--- config.mk ---
export PLATFORM = sky130hd
export DESIGN_NAME = vga_pixel_unpack
export DESIGN_NICKNAME = d
export VERILOG_FILES = /design/src/rtl/vga_pixel_unpack.sv
export SDC_FILE = /design/constraint.sdc
export NUM_CORES = 1
export LEC_CHECK = 0
export CAP_MARGIN = 0
export CELL_PAD_IN_SITES_DETAIL_PLACEMENT = 1
export CELL_PAD_IN_SITES_GLOBAL_PLACEMENT = 1
export CORE_MARGIN = 4
export CORE_UTILIZATION = 38
export DETAILED_ROUTE_END_ITERATION = 12
export PLACE_DENSITY_LB_ADDON = 0.2
export REMOVE_ABC_BUFFERS = 1
export SLEW_MARGIN = 20
export SYNTH_ARGS = -nofsm -noshare
export SYNTH_HDL_FRONTEND = slang
export SYNTH_SLANG_ARGS = --single-unit
--- constraint.sdc ---
create_clock -name vga_clk -period 2.5 [get_ports vga_clk]
set_input_delay 0.625 -clock vga_clk [delete_from_list [all_inputs] [get_ports vga_clk]]
set_output_delay 0.625 -clock vga_clk [all_outputs]
set_load 0.02 [all_outputs]
--- src/rtl/vga_pixel_unpack.sv ---
// Unpacks 128-bit FIFO words into four 24-bit RGB pixels, lane 0 first; pixel, valid and underflow lag pix_req by 1 cycle.
// No backpressure toward the timing generator: a request without a held word yields UNDERFLOW_COLOR and a counted underflow.
module vga_pixel_unpack #(
    parameter logic [23:0] UNDERFLOW_COLOR = 24'h000000,
    parameter int          CNT_W           = 16
) (
    input  logic             vga_clk,
    input  logic             vga_reset_n,
    input  logic             data_fifo_empty,
    input  logic [127:0]     ddr_fifo_rd_data,
    output logic             vga_rd_valid,
    input  logic             pix_req,
    input  logic             frame_start,
    output logic [7:0]       pix_r,
    output logic [7:0]       pix_g,
    output logic [7:0]       pix_b,
    output logic             pix_valid,
    output logic             underflow,
    output logic [CNT_W-1:0] underflow_cnt
);

    logic [127:0]     word_q, word_d;
    logic             word_vld_q, word_vld_d;
    logic [1:0]       lane_q, lane_d;
    logic [23:0]      pix_q, pix_d;
    logic             pix_valid_q, pix_valid_d;
    logic             underflow_q, underflow_d;
    logic [CNT_W-1:0] cnt_q, cnt_d;
    logic             pop;
    logic [23:0]      lane_pix;

    // Reload either into an empty holder or alongside the last pixel of the word, so a full FIFO gives 1 pixel/clk.
    assign pop = vga_reset_n & ~frame_start & ~data_fifo_empty
               & (~word_vld_q | (pix_req & (lane_q == 2'd3)));
    assign vga_rd_valid = pop;

    always_comb begin
        lane_pix = word_q[23:0];
        case (lane_q)
            2'd0: lane_pix = word_q[23:0];
            2'd1: lane_pix = word_q[55:32];
            2'd2: lane_pix = word_q[87:64];
            2'd3: lane_pix = word_q[119:96];
            default: lane_pix = word_q[23:0];
        endcase
    end

    always_comb begin
        word_d      = word_q;
        word_vld_d  = word_vld_q;
        lane_d      = lane_q;
        pix_d       = pix_q;
        pix_valid_d = 1'b0;
        underflow_d = 1'b0;
        cnt_d       = cnt_q;
        if (frame_start) begin
            // A partially consumed word would misalign the new frame; a fresh one is kept.
            if (word_vld_q && (lane_q != 2'd0)) begin
                word_vld_d = 1'b0;
                lane_d     = 2'd0;
            end
        end else begin
            if (pix_req && word_vld_q) begin
                pix_d       = lane_pix;
                pix_valid_d = 1'b1;
                lane_d      = lane_q + 2'd1;
                if (lane_q == 2'd3) begin
                    word_vld_d = 1'b0;
                end
            end else if (pix_req) begin
                pix_d       = UNDERFLOW_COLOR;
                underflow_d = 1'b1;
                if (cnt_q != {CNT_W{1'b1}}) begin
                    cnt_d = cnt_q + {{(CNT_W-1){1'b0}}, 1'b1};
                end
            end
            if (pop) begin
                word_d     = ddr_fifo_rd_data;
                word_vld_d = 1'b1;
                lane_d     = 2'd0;
            end
        end
    end

    always_ff @(posedge vga_clk or negedge vga_reset_n) begin
        if (!vga_reset_n) begin
            word_q      <= '0;
            word_vld_q  <= 1'b0;
            lane_q      <= 2'd0;
            pix_q       <= '0;
            pix_valid_q <= 1'b0;
            underflow_q <= 1'b0;
            cnt_q       <= '0;
        end else begin
            word_q      <= word_d;
            word_vld_q  <= word_vld_d;
            lane_q      <= lane_d;
            pix_q       <= pix_d;
            pix_valid_q <= pix_valid_d;
            underflow_q <= underflow_d;
            cnt_q       <= cnt_d;
        end
    end

    assign pix_r         = pix_q[23:16];
    assign pix_g         = pix_q[15:8];
    assign pix_b         = pix_q[7:0];
    assign pix_valid     = pix_valid_q;
    assign underflow     = underflow_q;
    assign underflow_cnt = cnt_q;

endmodule

==> run metrics <==
RSZ-0062 raised after global routing=no; DR vias/cell=5.27; final non-filler cell total=819; final hold vios=0; Seq pwr share=39.7%; clk sinks=141; capturing element type of the critical path=output port; minimum clock period=2330 ps; vias in the first global route=4982; Pins Over Slew Limit=0; cts hold-fix bufs=0; status=complete, no violations; Logic pwr share=32.6%; GR Util All Layers=19.8%; area grow syn2layout=39.4%; Die X=134 um; Seq cells post-synth=141; slew of the pin with the lowest slew margin=789 ps; unique cell type count in the Yosys netlist=33; RR Startpoint=lane_q[0]$_DFFE_PN0P_; Final WS setup=165 ps; die span in y=134 um; endpoints failing setup=0; CTS root buf=clkbuf_16; Cell Int Power=6.68 mW; # IOs=176; Clock Latency Late Sink=420 ps; Final period util=93.4%; Setup crit start kind=input port; Yosys top cell by area=dfrtp_1; Max clock buf depth=2; placed insts=788; fin nets=734; Final Cell Area=8400 um2; pwr dens=1160 nW/um2; reg2reg setup slack=470 ps; WL/cell=20.4 um; pin count of the biggest net entering global routing=142; PortBufs=143; syn_area_per_cell=13.5 um2; Max IR drop VDD=0.000517 V; required time worst endpoint=1880 ps; Starting Density=39.2%; Worst slew margin=47.4%; Yosys top cell area share=58.6%; antenna violation net count after detailed routing=0; WS Path Type=in -> out; Layout Utilization=54.7%; FP Rows=45; Post-Synthesis Cell Area=6030 um2; Starting DRT DRC Count=245; post-detail-place hpwl=11200 um; sum of negative setup slack=0 ps; r2r worst-path depth=6; register area share after synthesis=58.6%; Core Box Area=15400 um2; Psw=3.06 mW; placed inst area=7770 um2; antenna violations before repair=2; clock slew at the register clock pins of the worst setup and hold paths=60 ps; gpl congestion=0.781; # Post-CTS Setup Buffers=0; Clock Skew=6.39 ps; H-Tree Level Count=4; Leak=3.53 nW; gr ovfl total=0; sw frac=31.4%; first-pass GRT wire length=27300 um; number of detailed-route iterations in the first pass=5; Max Clk Rate=428 MHz; Synth area leaders=dfrtp_1, mux2_2, a222oi_1; clock buffer count from CTS=17; Die Area=17900 um2; Clock power frac=27.7%; Crit Path Max Fanout=2; Max Cap Viol=0; drt drc=0; Placement Setup Slack=-270 ps; antenna diode count=0; CTS tree=built; Worst R2R End=pix_q[2]$_DFFE_PN0P_; final WL=16700 um; Synth Warn #=0; Post-Synthesis Cells=446; via count=4316; Hold WC Path Type=in -> async; ratio of cells with drive above 1 in the final layout=22.5%; WP data arrival=1710 ps
-- worst max-delay path, stage by stage --
cell and delay (ps):
clkdlybuf4s50_1 420, nor2_1 110, nand2_1 120, a21oi_4 210, clkbuf_2 220
-- cell families (layout without fill, tap and decap cells) --
logic type / after synthesis / after routing / share of synthesized area [%]
AOI/OAI and AO/OA: 55 / 55 / 8.62
xor gates and xnor gates: 14 / 14 / 2.03
adders and majority gates: 5 / 5 / 1.04
buffers and inverters: 35 / 197 / 2.66
DFF: 141 / 141 / 58.6
muxes: 98 / 98 / 18.3
and+or+nand+nor: 98 / 98 / 8.78
-- layout by cell type (no fill, tap or decap), drive strengths merged, types with 3 or more instances in the layout --
cell | netlist | routed
mux2 | 98 | 98
nand4 | 4 | 4
a21oi | 3 | 3
a32o | 23 | 23
xor2 | 7 | 7
xnor2 | 7 | 7
dfrtp | 141 | 141
ha | 5 | 5
a222oi | 24 | 24
inv | 5 | 5
nand2b | 25 | 25
nand2 | 37 | 37
clkinvlp | 0 | 4
and3 | 4 | 4
clkdlybuf4s50 | 0 | 141
nand3 | 10 | 10
and4 | 4 | 4
bufinv | 0 | 4
clkinv | 1 | 4
clkbuf | 14 | 21
nor2 | 4 | 4
buf | 15 | 18
nor3 | 4 | 4
-- metrics by stage --
step	hold WS [ps]	total power, mW
5_1_grt	374	10.4
3_5_place_dp	477	7.12
2_1_floorplan	329	5.66
6_report	291	9.74
3_3_place_gp	468	6.92
4_1_cts	379	9.89
-- worst max path at each step --
stage	start	to	slack, ps
3_5_place_dp	frame_start	vga_rd_valid	-270
3_3_place_gp	frame_start	vga_rd_valid	-290
6_report	frame_start	vga_rd_valid	170
5_1_grt	frame_start	vga_rd_valid	80
2_1_floorplan	lane_q[1]$_DFFE_PN0P_	word_q[0]$_DFFE_PN0P_	-4410
4_1_cts	frame_start	vga_rd_valid	20
-- timing repair --
action,4_1_cts,5_1_grt
endpoints found under the setup margin,1,1
gates resized for setup,2,1
gates cloned,0,0
-- synthesized netlist by cell type --
cell and n:
nor2b_1 1, nor2_1 4, buf_6 2, a32o_1 23
nand2b_1 25, clkinv_1 1, a222oi_1 24, nor4_4 1
a211oi_1 2, and3_1 4, and4bb_1 1, xnor2_1 7
and2_1 1, a21oi_1 3, a31o_2 1, dfrtp_1 141
nand2_1 37, inv_2 1, o21ai_0 2, nand4b_1 1
buf_1 2, mux2_2 83, clkbuf_1 14, or3b_1 1
inv_1 4, mux2_1 15, nand3_1 10, ha_1 5
xor2_1 7, nand4_1 4, buf_2 11, nor3_1 4
and4_1 4
-- state kept, by name (all words and copies together), names as in the netlist --
name           cells
word_q            96
pix_q             24
underflow_cnt     16
lane_q             2
pix_valid          1
underflow          1
word_vld_q         1
-- layout make-up --
class	count	area, um2
Timing Repair Buffer	160	1610
Inverter	6	22.5
Clock inverter	11	165
Multi-Input combinational cell	270	2350
Fill cell	1512	6970
Sequential cell	141	3530
Clock buffer	20	467
Tap cell	211	264
-- routing by layer --
layer | global-route usage [%] | vias up | part of all wire (%)
met5 | 0 | - | 0.090
met4 | 6.17 | 4 | 1.2
met3 | 6.86 | 19 | 6.5
met2 | 33.0 | 122 | 50
met1 | 24.2 | 2219 | 42
li1 | - | 1952 | -
-- power groups by stage --
stage	logic (mW)	registers (mW)	clock network [mW]
final	3.17	3.87	2.70
after CTS	3.24	3.89	2.76
after global placement	3.09	3.83	0
after global routing	3.48	4.02	2.88
after floorplan	1.67	3.99	0
after detailed placement	3.21	3.91	0
Note: power is estimated with default switching activity, not from simulation.
